[config.mk]
export PLATFORM = sky130hd
export DESIGN_NAME = sudoku_game_ctrl
export DESIGN_NICKNAME = d
export VERILOG_FILES = /design/src/rtl/sudoku_pkg.sv /design/src/rtl/sudoku_check_seq.sv /design/src/rtl/sudoku_game_ctrl.sv
export SDC_FILE = /design/constraint.sdc
export NUM_CORES = 1
export LEC_CHECK = 0
export ABC_AREA = 0
export ABC_CLOCK_PERIOD_IN_PS = 2270
export CAP_MARGIN = 10
export CORE_UTILIZATION = 45
export DETAILED_ROUTE_END_ITERATION = 7
export PLACE_DENSITY = 0.73
export SLEW_MARGIN = 5
export SYNTH_ARGS = -nofsm -noshare
export SYNTH_HDL_FRONTEND = slang
export SYNTH_SLANG_ARGS = --single-unit
[constraint.sdc]
create_clock -name clka -period 2.27 [get_ports clka]
set_input_delay 0.5675 -clock clka [delete_from_list [all_inputs] [get_ports clka]]
set_output_delay 0.5675 -clock clka [all_outputs]
set_load 0.005 [all_outputs]
[src/rtl/sudoku_pkg.sv]
// Shared definitions for the Sudoku game controller slice.
//   state_t       : 4-bit game state encoding, exposed on the controller's state port
//   *_DEF         : default board side, difficulty width and mistake counter width
package sudoku_pkg;

  localparam int unsigned N_DEF      = 9;
  localparam int unsigned DIFF_W_DEF = 2;
  localparam int unsigned MIST_W_DEF = 2;

  typedef enum logic [3:0] {
    ST_IDLE  = 4'd0,
    ST_LOAD  = 4'd1,
    ST_PLAY  = 4'd2,
    ST_CHECK = 4'd3,
    ST_WAIT  = 4'd4,
    ST_WON   = 4'd5,
    ST_LOST  = 4'd6
  } state_t;

endpackage

[src/rtl/sudoku_check_seq.sv]
// Row sweep sequencer for the solution check.
//   clk, rst_n      : clock, asynchronous active-low reset
//   i_ridx_clr/inc  : clear / advance the row index (advance stops at N-1)
//   i_tmo_clr/inc   : clear / advance the datapath wait counter
//   o_ridx          : row currently under check
//   o_tmo_expired   : high during the DP_TIMEOUT-th wait cycle
module sudoku_check_seq #(
  parameter int unsigned N          = 9,
  parameter int unsigned DP_TIMEOUT = 15,
  localparam int unsigned RIDX_W    = (N > 1) ? $clog2(N) : 1,
  localparam int unsigned TMO_W     = $clog2(DP_TIMEOUT + 1)
) (
  input  logic              clk,
  input  logic              rst_n,
  input  logic              i_ridx_clr,
  input  logic              i_ridx_inc,
  input  logic              i_tmo_clr,
  input  logic              i_tmo_inc,
  output logic [RIDX_W-1:0] o_ridx,
  output logic              o_tmo_expired
);

  logic [RIDX_W-1:0] r_ridx;
  logic [TMO_W-1:0]  r_tmo;
  logic              w_ridx_last;

  assign w_ridx_last   = (r_ridx == RIDX_W'(N - 1));
  // Counter holds k-1 during wait cycle k, so expiry lands on cycle DP_TIMEOUT.
  assign o_tmo_expired = (r_tmo == TMO_W'(DP_TIMEOUT - 1));
  assign o_ridx        = r_ridx;

  always_ff @(posedge clk or negedge rst_n) begin
    if (!rst_n) begin
      r_ridx <= '0;
    end else if (i_ridx_clr) begin
      r_ridx <= '0;
    end else if (i_ridx_inc && !w_ridx_last) begin
      r_ridx <= r_ridx + RIDX_W'(1);
    end
  end

  always_ff @(posedge clk or negedge rst_n) begin
    if (!rst_n) begin
      r_tmo <= '0;
    end else if (i_tmo_clr) begin
      r_tmo <= '0;
    end else if (i_tmo_inc && !o_tmo_expired) begin
      r_tmo <= r_tmo + TMO_W'(1);
    end
  end

endmodule

[src/rtl/sudoku_game_ctrl.sv]
// Sudoku game controller: puzzle load, play, row-by-row solution check,
// mistake limiting, saturating move counter and datapath timeout.
//   clka, restart_n         : clock, asynchronous active-low reset
//   restart                 : synchronous game restart (highest priority)
//   enter                   : start / commit strobe
//   difficulty -> diff_q    : latched when leaving IDLE
//   load_done / load_req    : puzzle load handshake
//   dp_check, ridx          : row-check request and row index
//   dp_valid, dp_ok         : row-check result
//   state, mistakes, moves  : status
//   won, lost               : terminal state flags
module sudoku_game_ctrl
  import sudoku_pkg::*;
#(
  parameter int unsigned N            = N_DEF,
  parameter int unsigned DIFF_W       = DIFF_W_DEF,
  parameter int unsigned MAX_MISTAKES = 3,
  parameter int unsigned MIST_W       = MIST_W_DEF,
  parameter int unsigned MOVE_W       = 8,
  parameter int unsigned DP_TIMEOUT   = 15,
  localparam int unsigned RIDX_W      = (N > 1) ? $clog2(N) : 1
) (
  input  logic              clka,
  input  logic              restart_n,
  input  logic              restart,
  input  logic              enter,
  input  logic [DIFF_W-1:0] difficulty,
  input  logic              load_done,
  input  logic              dp_valid,
  input  logic              dp_ok,
  output logic              load_req,
  output logic [DIFF_W-1:0] diff_q,
  output logic              dp_check,
  output logic [RIDX_W-1:0] ridx,
  output logic [3:0]        state,
  output logic [MIST_W-1:0] mistakes,
  output logic [MOVE_W-1:0] moves,
  output logic              won,
  output logic              lost
);

  state_t            r_state, w_state_nx;
  logic [DIFF_W-1:0] r_diff;
  logic [MIST_W-1:0] r_mistakes, w_mist_plus;
  logic [MOVE_W-1:0] r_moves;
  logic              w_ridx_clr, w_ridx_inc, w_tmo_clr, w_tmo_inc, w_tmo_expired;
  logic              w_mist_clr, w_mist_inc, w_moves_clr, w_moves_inc, w_latch_diff;
  logic [RIDX_W-1:0] w_ridx;

  sudoku_check_seq #(
    .N          (N),
    .DP_TIMEOUT (DP_TIMEOUT)
  ) u_check_seq (
    .clk           (clka),
    .rst_n         (restart_n),
    .i_ridx_clr    (w_ridx_clr),
    .i_ridx_inc    (w_ridx_inc),
    .i_tmo_clr     (w_tmo_clr),
    .i_tmo_inc     (w_tmo_inc),
    .o_ridx        (w_ridx),
    .o_tmo_expired (w_tmo_expired)
  );

  assign w_mist_plus = r_mistakes + MIST_W'(1);

  always_comb begin
    w_state_nx   = r_state;
    w_ridx_clr   = 1'b0;
    w_ridx_inc   = 1'b0;
    w_tmo_clr    = 1'b0;
    w_tmo_inc    = 1'b0;
    w_mist_clr   = 1'b0;
    w_mist_inc   = 1'b0;
    w_moves_clr  = 1'b0;
    w_moves_inc  = 1'b0;
    w_latch_diff = 1'b0;
    if (restart) begin
      w_state_nx  = ST_IDLE;
      w_ridx_clr  = 1'b1;
      w_tmo_clr   = 1'b1;
      w_mist_clr  = 1'b1;
      w_moves_clr = 1'b1;
    end else begin
      case (r_state)
        ST_IDLE: if (enter) begin
          w_state_nx   = ST_LOAD;
          w_latch_diff = 1'b1;
          w_mist_clr   = 1'b1;
          w_moves_clr  = 1'b1;
          w_ridx_clr   = 1'b1;
        end
        ST_LOAD: if (load_done) w_state_nx = ST_PLAY;
        ST_PLAY: if (enter) begin
          w_state_nx  = ST_CHECK;
          w_moves_inc = 1'b1;
          w_ridx_clr  = 1'b1;
        end
        ST_CHECK: begin
          w_state_nx = ST_WAIT;
          w_tmo_clr  = 1'b1;
        end
        ST_WAIT: begin
          // A result arriving on the expiry cycle takes precedence over the timeout.
          if (dp_valid && dp_ok) begin
            if (w_ridx == RIDX_W'(N - 1)) begin
              w_state_nx = ST_WON;
            end else begin
              w_ridx_inc = 1'b1;
              w_state_nx = ST_CHECK;
            end
          end else if (dp_valid || w_tmo_expired) begin
            w_mist_inc = 1'b1;
            w_state_nx = (w_mist_plus == MIST_W'(MAX_MISTAKES)) ? ST_LOST : ST_PLAY;
          end else begin
            w_tmo_inc = 1'b1;
          end
        end
        ST_WON, ST_LOST: if (enter) w_state_nx = ST_IDLE;
        default: w_state_nx = ST_IDLE;
      endcase
    end
  end

  always_ff @(posedge clka or negedge restart_n) begin
    if (!restart_n) r_state <= ST_IDLE;
    else            r_state <= w_state_nx;
  end

  always_ff @(posedge clka or negedge restart_n) begin
    if (!restart_n) begin
      r_diff     <= '0;
      r_mistakes <= '0;
      r_moves    <= '0;
    end else begin
      if (w_latch_diff) r_diff <= difficulty;
      if (w_mist_clr) begin
        r_mistakes <= '0;
      end else if (w_mist_inc && (r_mistakes != MIST_W'(MAX_MISTAKES))) begin
        r_mistakes <= w_mist_plus;
      end
      if (w_moves_clr) begin
        r_moves <= '0;
      end else if (w_moves_inc && (r_moves != '1)) begin
        r_moves <= r_moves + MOVE_W'(1);
      end
    end
  end

  assign state    = r_state;
  assign load_req = (r_state == ST_LOAD);
  assign dp_check = (r_state == ST_CHECK);
  assign won      = (r_state == ST_WON);
  assign lost     = (r_state == ST_LOST);
  assign ridx     = w_ridx;
  assign diff_q   = r_diff;
  assign mistakes = r_mistakes;
  assign moves    = r_moves;

endmodule

# Word level (Yosys, flattened, before mapping)
# Cells that the tools add are included.
[totals] ff_bits=24 latch_bits=0 ramBits=0 mem_bits_ro=0 in_bits=9 output_inout_bits=24 memories=0
[classes] addsub=4 n_mul=0 div_mod_pow=0 magnitude_cmp=0 n_eq_ne=16 n_shift=0 n_mux=40 n_bitwise=0 reduce_logical=16
[op_table] cell="$mux 4" n=11
[op_table] cell="$pmux 4 s6" n=1
[op_table] cell="$mux 1" n=22
[op_table] cell="$mux 8" n=2
[op_table] cell="$eq 4x3->1 const B" n=3
[op_table] cell="$ne 3x3->1 const B" n=4
[op_table] cell="$add 4x1->4 const B" n=2
[op_table] cell="$add 8x1->8 const B" n=1
[op_table] cell="$eq 4x2->1 const B" n=2
[op_table] cell="$eq 4x4->1 const B" n=2
[op_table] cell="$ne 8x8->1 const B" n=1
[op_table] cell="$reduce_bool 2->1" n=4
[op_table] cell="$mux 3" n=2
[op_table] cell="$logic_and 1x1->1" n=5
[op_table] cell="$reduce_and 5->1" n=1
[op_table] cell="$eq 4x1->1 const B" n=1
[op_table] cell="$logic_not 4->1" n=1
[op_table] cell="$mux 2" n=2
[op_table] cell="$ne 4x4->1 const B" n=1
[op_table] cell="$reduce_or 2->1" n=2
[op_table] cell="$add 2x1->2 const B" n=1
[op_table] cell="$eq 2x2->1 const B" n=1
[op_table] cell="$logic_not 1->1" n=2
[op_table] cell="$ne 2x2->1 const B" n=1
[op_table] cell="$logic_or 1x1->1" n=1

# Depth between registers and ports, before layout
# Gate-level depths: netlist of run 1.
[depth] ltp_word=9 mapped_depth=6

# By module
# Synthesis of run 1 repeated with hierarchy kept, for this count alone.
[hier_totals] cells_unflattened=157 area_unflattened_um2=1465.2
[modules_own_cells] module="sudoku_game_ctrl" instances=1 cells_each=110 area_each_um2=1018.5 seq_area_each_um2=375.4
[modules_own_cells] module="sudoku_check_seq" instances=1 cells_each=47 area_each_um2=446.7 seq_area_each_um2=200.2

# Worst setup path after synthesis of run 1
# No wires, ideal clock.
[synth_path] kind="register to register" startpoint="register r_moves[0], in the netlist moves[0]" endpoint="register r_moves[4], in the netlist moves[4]" setup_ns=0.118 t_arrival_ns=1.703 t_required_ns=2.152 setup_slack_ns=0.449 path_stages_with_launch=7 path_buffers=1 path_cell_list="dfrtp_1 -> ha_1 -> and3_1 -> buf_6 -> a211o_4 -> mux2_4 -> a21o_1"
[synth_between] elab_chain_len=3 elab_cells_between_ends=6 classes_between="add/sub: 1; eq/ne: 1; mux: 2; reduce/logical: 2"
[synth_lines] element="from (decl)" line="sudoku_game_ctrl.sv:45" text="logic [MOVE_W-1:0] r_moves;"
[synth_lines] element="from (signal assigned)" line="sudoku_game_ctrl.sv:144" text="r_moves <= r_moves + MOVE_W'(1);"
[synth_lines] element="$add 8x1->8 / $ne 8x8->1 (equally long branches)" line="sudoku_game_ctrl.sv:144, sudoku_game_ctrl.sv:143"
[synth_lines] element="$mux 8 / $logic_and 1x1->1 (equally long branches)" line="sudoku_game_ctrl.sv:143" text="end else if (w_moves_inc && (r_moves != '1)) begin"
[synth_lines] element="$mux 8 / $reduce_bool 2->1 (equally long branches)"
# Parallel ways exist; a longest one is shown, timed or not. The select of a mux whose other input is x is not followed.
# A chain may end at the register's enable or synchronous reset.

# Final worst setup path of run 1
[layout_path] startpoint="register r_state[2], in the netlist state[2]" endpoint="output dp_check"
[layout_between] elab_chain_len=1
[layout_lines] element="from (decl)" line="sudoku_game_ctrl.sv:42" text="state_t r_state, w_state_nx;"
[layout_lines] element="from (signal assigned)" line="sudoku_game_ctrl.sv:126" text="else r_state <= w_state_nx;"
[layout_lines] element="$eq 4x2->1" line="sudoku_game_ctrl.sv:151" text="assign dp_check = (r_state == ST_CHECK);"
[layout_lines] element="to (decl)" line="sudoku_game_ctrl.sv:33" text="output logic dp_check,"
# No other way between the ends.

==> key figures, run 1 <==
Status
  • Status: complete, but fails checks
  • Violated checks: design-rule violations

Synthesis
  • Distinct cell type count after synthesis: 43
  • Post-synthesis simple-gate area fraction: 22.3%
  • Largest cells by area after synthesis: dfrtp_1 41%, ha_1 6.3%, nand3_1 4.7%
  • FFs w/ async S/R, synth: 100%
  • Synth Instances: 140
  • Sequential area share after synthesis: 41.2%
  • Syn_nets: 156
  • FF+latch count, synth: 23
  • Synthesized area: 1400 µm²
  • Yosys top cell by area: dfrtp_1
  • Post-synth EDFFs: 0
  • Synth Area per Inst: 9.97 µm²
  • Synth top area share: 41.2%
  • Ys Warns: 0
  • Post-synthesis mux area share: 7.17%
  • Synth Area in Adders: 6.27%
  • Compound-Gate Fraction of Synth Area: 13.7%
  • Synth Area in XOR/XNOR: 3.76%
  • Combinational family with the most area after synthesis: simple AND/OR/NAND/NOR gates
  • Dominant synthesized flop cell: dfrtp_1

Timing
  • RSZ-0062 raised after global routing: no
  • Fin crit period: 2190 ps
  • Final period utilization: 96.4%
  • WHS: 527 ps
  • Clock Skew: 5.19 ps
  • Setup TNS: 0 ps
  • Final worst setup slack: 82.4 ps
  • Final setup fails: 0
  • Max-slew violation count: 0
  • Fmax: 457 MHz
  • Final Hold Fails: 0

Global routing
  • Initial antenna violation count: 0
  • Vias in the first global route: 1176
  • GR Util All Layers: 21.0%
  • First-pass GRT wire length: 5.33 mm
  • Total grt overflow: 0
  • Largest net degree at the start of global routing: 24

Critical path
  • Slowest cell on crit path: dfrtp_2
  • Setup crit end kind: output pin
  • Worst R2R Path Depth: 5
  • CP Data Required Time: 1700 ps
  • CP Launch Type: flop
  • Crit-path max cell delay: 510 ps
  • Crit Path Category: flop to output pin
  • Crit path max fanout: 12
  • Worst Path Arrival: 1620 ps
  • Critical Path, Cell by Cell: and3b_1 -> clkdlybuf4s50_1

Placed design
  • I/O Buffers: 31
  • Placed cells: 206
  • GPL Wtd Cong: 0.831
  • Placed inst area: 1780 µm²
  • Dpl ws: 71.3 ps
  • Post-DP HPWL: 2.30 mm

Drt
  • First DRT Iteration DRCs: 47
  • Wirelength, routed: 2.98 mm
  • Post-route antenna net violation count: 0
  • Residual DRC: 5
  • Via count: 1204
  • DR pass1 iterations: 6
  • Wire per inst: 14.1 µm
  • Vias per inst: 5.71

Power and ir drop
  • Maximum vdd drop: 0.262 mV
  • Total leakage power: 0.000769 µW
  • Cell Pwr Density: 412 nW/µm²

Final layout
  • Register Area: 578 µm²
  • Share of cells above drive strength 1: 15.0%
  • Syn-to-layout area delta: 31.2%
  • Fin area: 1830 µm²
  • Antenna diodes: 0
  • Final Non-Filler Cells: 211
  • Multi-input gate area in the final layout: 757 µm²
  • Final net count: 197
  • # fillers: 235

Floorplan
  • Row count: 19
  • Die Ht: 57.7 µm
  • Die width: 57.7 µm
  • Core area: 2850 µm²
  • Die area: 3330 µm²
  • # IOs: 33
  • Effective utilization at floorplan: 48.9%

CTS
  • H-tree depth: 1
  • Post-cts hold buffer count: 0
  • CTS tree: built
  • Max clock buf depth: 2
  • Worst-path clk slew: 130 ps
  • CTS sink cnt: 23
  • Clk_lat worst skew: 320 ps
  • CTS Buf Count: 3
  • Root buffer cell: clkbuf_4

Job
  • Maximum Capacitance Violations: 0

Min path
  • Cells on Worst Hold Path: 1
  • Worst Hold Class: flop to flop
-- metrics by stage --
stage / power (µW) / utilization (%)
6_report: 756 / 64.2
5_1_grt: 788 / 64.2
4_1_cts: 758 / 63.7
3_5_place_dp: 566 / 62.4
3_3_place_gp: 563 / 62.4
2_1_floorplan: 491 / -
-- power breakdown --
part | total (µW) | internal (µW) | switching, µW
Sequential | 430 | 422 | 8.36
Clock | 195 | 68.9 | 126
Combinational | 131 | 72.4 | 58.3
-- critical path, delay by kind of cell, from the launching register on --
kind                   cells  cell delay, ps
AND/OR/NAND/NOR            1             280
flip-flops                 1             510
buffers and inverters      1             510
-- final timing paths --
check                          start   endpoint  slack, ps
setup / recovery            state[2]   dp_check         80
hold / removal             diff_q[1]  diff_q[1]        530
setup reg to reg            moves[0]   moves[4]        400
hold reg to reg            diff_q[1]  diff_q[1]        530
max in group asynchronous  restart_n   state[1]       1440
min in group asynchronous  restart_n   moves[7]        580
-- state kept, by name (all words and copies together), names as in the netlist --
name,count
diff_q,2
mistakes,2
u_check_seq.r_tmo,4
moves,8
state,3
u_check_seq.o_ridx,4
-- synth_stat cells (3+ instances only) --
library cell / count
mux2_2: 4
dfrtp_1: 23
ha_1: 7
nand3_1: 13
a21oi_1: 4
nor2_1: 8
xnor2_1: 5
inv_1: 11
nor3_1: 6
or3_1: 3
o21ai_0: 6
mux2i_1: 4
nand2_1: 9
-- cell families (layout without fill, tap and decap cells) --
logic type,Yosys count,after routing
AND/OR/NAND/NOR,52,52
buffers and inverters,16,56
multiplexers,9,9
AO/OA/AOI/OAI,26,26
adder cells (fa/ha/maj),7,7
other,1,1
XOR/XNOR,6,6
flip-flops,23,23
-- cells in the final DEF (no fill, tap or decap), types with 2 or more instances in the layout --
master	synthesis	routed
nor2_1	8	8
o21ai_0	6	6
nor3_1	6	4
xnor2_1	5	5
nand2b_1	2	2
clkbuf_4	0	3
mux2_2	4	4
o31ai_1	2	2
nand2_1	9	9
a21o_1	2	2
a21oi_1	4	4
nor3_2	1	3
clkdlybuf4s50_1	0	29
a211oi_1	2	2
mux2i_1	4	4
buf_4	1	10
inv_1	11	11
dfrtp_2	0	2
o211ai_1	2	2
or3_1	3	3
dlymetal6s2s_1	0	2
ha_1	7	7
nand3_1	13	13
dfrtp_1	23	21
and3_1	2	2
-- final cells by class --
class | instances | share of cell area [%]
Multi-Input combinational cell | 101 | 41.3
Tap cell | 31 | 2.12
Sequential cell | 23 | 31.6
Inverter | 11 | 2.25
Clock buffer | 4 | 1.43
Timing Repair Buffer | 41 | 21.3
-- metal layers --
metal  vias to the layer above  share of wire [%]  GRT usage, %
met5                         -                  0             0
met4                         0                1.5          8.16
met3                         5                3.5          2.46
met2                        28                 48          36.7
met1                       589                 47          26.6
li1                        582                  -             -
-- what timing repair did --
item,4_1_cts,5_1_grt
buffers inserted,1,0
gates cloned,0,0
gates resized for setup,2,4
endpoints found under the setup margin,2,2
(Power assumes the default switching activity.)
==> run 2, diff against run 1 <==
--- a/config.mk
+++ b/config.mk
@@ -8,9 +8,8 @@
 export ABC_AREA = 0
 export ABC_CLOCK_PERIOD_IN_PS = 2270
 export CAP_MARGIN = 10
-export CORE_UTILIZATION = 45
+export CORE_UTILIZATION = 35
 export DETAILED_ROUTE_END_ITERATION = 7
-export PLACE_DENSITY = 0.73
 export SLEW_MARGIN = 5
 export SYNTH_ARGS = -nofsm -noshare
 export SYNTH_HDL_FRONTEND = slang
==> run 2 against run 1 <==
  * Count of clock-buffer cells in the layout unchanged
  * Worst hold slack better by 1.3 ps
  * Register-to-register slack better by 40 ps
  * Setup slack improved by 39 ps
  * Via count is 2.0% lower
  * The flow now finishes without violations
==> key figures, run 2 (synthesis gave the netlist of run 1 again) <==
Min path
  • Hold Path Sink: diff_q[0]
  • Cells on Worst Hold Path: 1 (unchanged)
  • Min-delay src: diff_q[0]
  • Worst Hold Class: flop to flop

CTS
  • Clk_lat worst skew: 270 ps (-50 ps)
  • CTS sink cnt: 23 (unchanged)
  • Post-CTS Setup Bufs: 0 (-1)
  • Root buffer cell: clkbuf_8
  • CTS Buf Count: 3 (unchanged)
  • CTS tree: built
  • Max clock buf depth: 2 (unchanged)
  • Worst-path clk slew: 80 ps (-50 ps)
  • CTS resizes: 0 (-2)
  • H-tree depth: 1 (unchanged)
  • Post-cts hold buffer count: 0 (unchanged)

Critical path
  • Launch point of the worst reg-to-reg path: moves[0]
  • R2r endpoint: moves[4]
  • Worst Path Arrival: 1580 ps (-40 ps)
  • Setup crit end kind: output pin
  • Crit Path Category: flop to output pin
  • CP Data Required Time: 1700 ps (about the same)
  • Worst R2R Path Depth: 5 (unchanged)
  • Crit path max fanout: 7 (-5)
  • CP Launch Type: flop
  • Reg-to-reg slack, setup: 440 ps (+40 ps)

Floorplan
  • # IOs: 33 (unchanged)
  • Die width: 65.2 µm (+13%)
  • Die area: 4250 µm² (+28%)
  • Die Ht: 65.2 µm (+13%)
  • Row count: 22 (+3)
  • Effective utilization at floorplan: 37.3% (-12 points)
  • Core area: 3740 µm² (+31%)

Global routing
  • GRT busiest layer: met2
  • Grt met3 use: 2.78% (+0.32 points)
  • Largest net degree at the start of global routing: 24 (unchanged)
  • Met2 usage: 28.0% (-8.7 points)
  • GR Util All Layers: 16.9% (-4.1 points)
  • First-pass GRT wire length: 5.44 mm (+2.1%)
  • Initial antenna violation count: 0 (unchanged)
  • Total grt overflow: 0 (unchanged)
  • Met1 usage: 20.9% (-5.8 points)
  • Vias in the first global route: 1185 (+0.77%)

Final layout
  • Final net count: 198 (+0.51%)
  • Most frequent cells in the layout: 31 x clkdlybuf4s50_1, 22 x dfrtp_1, 13 x nand3_1
  • Multi-input gate area in the final layout: 747 µm² (-1.3%)
  • # fillers: 369 (+57%)
  • Register Area: 577 µm² (-0.22%)
  • Share of cells above drive strength 1: 13.8% (-1.2 points)
  • Max reg flops: 8 (unchanged)
  • Syn-to-layout area delta: 33.4%
  • Commonest non-fill, non-tap cell in the layout: clkdlybuf4s50_1
  • Antenna diodes: 0 (unchanged)

Placed design
  • Post-DP HPWL: 2.35 mm (+1.8%)
  • GPL Wtd Cong: 0.794 (-4.4%)
  • I/O Buffers: 31 (unchanged)

Drt
  • First DRT Iteration DRCs: 48 (+2.1%)
  • Via count: 1180 (-2.0%)
  • Vias per inst: 5.15 (-9.7%)
  • Wirelength, routed: 3.09 mm (+3.7%)
  • Post-route antenna net violation count: 0 (unchanged)
  • Wire per inst: 13.5 µm (-4.5%)
  • DR pass1 iterations: 4 (-2)
  • Residual DRC: 0 (-5)

Job
  • Maximum Capacitance Violations: 0 (unchanged)

Timing
  • Final setup fails: 0 (unchanged)
  • Final period utilization: 94.6% (-1.7 points)
  • Clock Skew: 2.98 ps (-2.21 ps)
  • Fin crit period: 2150 ps (-39.1 ps)
  • Fmax: 465 MHz (+1.8%)
  • Max-slew violation count: 0 (unchanged)
  • Final Hold Fails: 0 (unchanged)
  • RSZ-0062 raised after global routing: no
  • Setup TNS: 0 ps (unchanged)

Power and ir drop
  • Total leakage power: 0.000742 µW (-3.6%)
  • Maximum vdd drop: 0.175 mV (-33%)
  • Tot Pwr: 821 µW (+8.7%)
  • Cell Pwr Density: 441 nW/µm² (+6.8%)

Status
  • Status: completed
[run 2: cell count changes in the layout (fill, tap and decap cells not counted), sizes merged]
cell | previous run | this run
clkdlybuf4s50 | 29 | 31
dlymetal6s2s | 2 | 0
buf | 10 | 11
[run 2: area by class of cell]
class | count | share of cell area (%)
repair buffers | 42 | 21.1
clock buffers | 4 | 2.42
inverters | 11 | 2.22
flip-flops and latches | 23 | 31.0
multi-input cells | 101 | 40.1
well taps | 48 | 3.22
[run 2: per-layer routing]
metal	vias to the layer above	wire [µm]
met5	-	0
met4	0	49
met3	4	130
met2	26	1430
met1	562	1490
li1	588	-
[run 2: worst max path at each step]
stage	from	endpoint	slack [ps]	cells after the start
2_1_floorplan	moves[0]	moves[4]	450	6
3_5_place_dp	enter	moves[4]	90	5
4_1_cts	state[2]	lost	40	3
3_3_place_gp	enter	moves[4]	100	5
6_report	state[1]	lost	120	3
5_1_grt	state[1]	lost	20	3
[run 2: critical path: stages (launching register included)]
cell,delay (ps)
dfrtp_1,450
inv_1,120
nor3_1,220
clkdlybuf4s50_1,530
[run 2: power breakdown]
group,leakage (µW),internal (µW),total [µW],switching (µW)
Sequential,0.000314,421,430,8.85
Combinational,0.000405,71.0,129,58.4
Clock,0.0000228,125,262,136
Total,0.000742,618,821,203
[run 2: metrics by stage]
step | setup slack (ps) | utilization (%) | std cells | hold WS, ps | cell area, µm²
after global routing | 16.8 | 49.8 | 229 | 541 | 1860
after detailed placement | 92.4 | 48.5 | 225 | 515 | 1820
after CTS | 42.4 | 49.7 | 229 | 534 | 1860
final | 122 | 49.8 | 229 | 528 | 1860
after floorplan | 449 | - | 140 | 272 | 1400
after global placement | 100 | 48.5 | 225 | 492 | 1820
==> run 3, diff against run 2 <==
--- a/config.mk
+++ b/config.mk
@@ -8,8 +8,10 @@
 export ABC_AREA = 0
 export ABC_CLOCK_PERIOD_IN_PS = 2270
 export CAP_MARGIN = 10
-export CORE_UTILIZATION = 35
+export CORE_UTILIZATION = 49
 export DETAILED_ROUTE_END_ITERATION = 7
+export MAX_ROUTING_LAYER = met4
+export PLACE_DENSITY = 0.79
 export SLEW_MARGIN = 5
 export SYNTH_ARGS = -nofsm -noshare
 export SYNTH_HDL_FRONTEND = slang
==> run 3 against run 2 <==
  * Flip-flop and latch count stayed put
  * Core utilization grew 22 points
  * Sequential power is essentially flat
  * Die area shrank 28%
  * Setup slack worse by 64 ps
  * Final cell count shrank 7.4%
  * Register-to-register slack worse by 60 ps
  * Routed wire length is 0.55% higher
  * Combinational power is 3% higher
  * Global-route usage rose by 5.5 points
  * Critical endpoint is now dp_check
==> key figures, run 3 (synthesis gave the netlist of run 1 again) <==
Floorplan
  • # IOs: 33 (unchanged)
  • Core area: 2590 µm² (-31%)
  • Die area: 3070 µm² (-28%)
  • Effective utilization at floorplan: 53.9% (+17 points)
  • Die width: 55.4 µm (-15%)
  • Die Ht: 55.4 µm (-15%)
  • Row count: 18 (-18%)

Timing
  • Setup TNS: 0 ps (unchanged)
  • Max-slew violation count: 0 (unchanged)
  • Clock Skew: 3.64 ps (+0.660 ps)
  • Final period utilization: 97.4% (+2.8 points)
  • WHS: 538 ps (+10.1 ps)
  • Final setup fails: 0 (unchanged)
  • Final Hold Fails: 0 (unchanged)
  • Fin crit period: 2210 ps (+63.5 ps)
  • Fmax: 452 MHz (-2.9%)
  • RSZ-0062 raised after global routing: yes

Power and ir drop
  • Clock network power share: 25.8% (-6.1 points)
  • Maximum vdd drop: 0.295 mV (+69%)
  • Logic pwr share: 17.5% (+1.7 points)
  • NetSw: 199 µW (-2.2%)
  • Internal power: 562 µW (-9.1%)
  • Total leakage power: 0.000758 µW (+2.2%)
  • Sw Share: 26.2% (+1.4 points)
  • Cell Pwr Density: 412 nW/µm² (-6.5%)
  • Flop pwr share: 56.6% (+4.2 points)

Final layout
  • # fillers: 215 (-42%)
  • Syn-to-layout area delta: 32.3%
  • Most frequent cells in the layout: 31 x clkdlybuf4s50_1, 21 x dfrtp_1, 13 x nand3_1
  • Max reg flops: 8 (unchanged)
  • Final net count: 199 (+0.51%)
  • Util after Layout: 71.3% (+22 points)
  • Commonest non-fill, non-tap cell in the layout: clkdlybuf4s50_1
  • Share of cells above drive strength 1: 15.9% (+2.1 points)
  • Antenna diodes: 0 (unchanged)

Status
  • Status: completed

Drt
  • DR pass1 iterations: 3 (-1)
  • Wirelength, routed: 3.11 mm (+0.55%)
  • Residual DRC: 0 (unchanged)
  • Wire per inst: 14.7 µm (+8.6%)
  • Vias per inst: 5.66 (+9.8%)
  • Post-route antenna net violation count: 0 (unchanged)
  • First DRT Iteration DRCs: 8 (-83%)
  • Via count: 1199 (+1.6%)

Critical path
  • Crit-path max cell delay: 520 ps (about the same)
  • Crit Path Category: flop to output pin
  • CP Launch Type: flop
  • Launch point of the worst reg-to-reg path: state[1]
  • Critical Path, Cell by Cell: and3b_1 -> clkdlybuf4s50_1
  • Setup crit end kind: output pin
  • CP startpoint: state[2]
  • CP Data Required Time: 1700 ps (about the same)
  • Worst Path Arrival: 1640 ps (+60 ps)
  • Crit path max fanout: 12 (+5)
  • Slowest cell on crit path: dfrtp_2

Placed design
  • GPL Wtd Cong: 0.832 (+4.7%)
  • Post-DP HPWL: 2.34 mm (-0.30%)
  • I/O Buffers: 31 (unchanged)

Global routing
  • Total grt overflow: 0 (unchanged)
  • Initial antenna violation count: 0 (unchanged)
  • GR Util All Layers: 22.4% (+5.5 points)
  • First-pass GRT wire length: 5.35 mm (-1.5%)
  • Vias in the first global route: 1174 (-0.93%)
  • Largest net degree at the start of global routing: 24 (unchanged)

CTS
  • CTS sink cnt: 23 (unchanged)
  • Root buffer cell: clkbuf_4
  • Worst-path clk slew: 130 ps (+50 ps)
  • CTS tree: built
  • Clk_lat worst skew: 320 ps (+50 ps)
  • CTS Buf Count: 3 (unchanged)
  • Max clock buf depth: 2 (unchanged)
  • Post-cts hold buffer count: 0 (unchanged)
  • H-tree depth: 1 (unchanged)

Min path
  • Min-delay src: diff_q[0]
  • Worst Hold Class: flop to flop

Job
  • Maximum Capacitance Violations: 0 (unchanged)
-- run 3: cell types whose count changed in the layout (fill, tap and decap cells not counted), sizes merged --
cell / change
dlymetal6s2s: +1
clkbuf: -1
clkinv: +1
-- run 3: worst max-delay path, delay by kind of cell (launching register included) --
kind,cells,cell delay [ps]
buffers and inverters,1,510
flip-flops,1,520
AND/OR/NAND/NOR,1,300
-- run 3: cell type report --
class | instances | area (µm²) | area share, %
Clock buffer | 3 | 22.5 | 1.22
Clock inverter | 1 | 5.00 | 0.271
Multi-Input combinational cell | 101 | 757 | 41.0
Timing Repair Buffer | 43 | 405 | 22.0
Tap cell | 30 | 37.5 | 2.03
Inverter | 11 | 41.3 | 2.24
Sequential cell | 23 | 578 | 31.3
-- run 3: timing repair --
| item | CTS | global route |
|---|---|---|
| gates resized for setup | 2 | 2 |
| endpoints found under the setup margin | 1 | 2 |
| setup buffers | 0 | 1 |
-- run 3: power by group through the flow --
| stage | logic, µW | clock network [µW] | registers (µW) |
|---|---|---|---|
| after global placement | 126 | 0 | 438 |
| after CTS | 130 | 201 | 432 |
| after floorplan | 51.6 | 0 | 439 |
| final | 133 | 196 | 431 |
| after detailed placement | 129 | 0 | 439 |
| after global routing | 145 | 219 | 433 |
-- run 3: path summary, 6_finish.rpt --
path | endpoint | slack, ps | cells past startpoint
hold / removal | diff_q[0] | 540 | 1
hold reg to reg | diff_q[0] | 540 | 1
min in group asynchronous | u_check_seq.r_tmo[1] | 590 | 2
max in group asynchronous | state[2] | 1430 | 2
setup reg to reg | u_check_seq.o_ridx[3] | 380 | 6
setup / recovery | dp_check | 60 | 2
-- run 3: stage by stage --
step                total power (µW)  instance area (µm²)  setup WS, ps  cells
global route                     797                 1850         -4.28    212
floorplan                        491                 1400           449    140
finish                           761                 1850          58.0    212
detailed placement               569                 1790          68.5    207
global placement                 563                 1790          85.8    207
CTS                              763                 1820          7.40    211
-- run 3: metal layers --
metal,global-route usage (%),wire [µm],up-vias
met3,3.51,101,5
met4,8.21,40,0
li1,-,-,591
met1,28.6,1420,577
met2,36.1,1550,26
met5,-,0,-
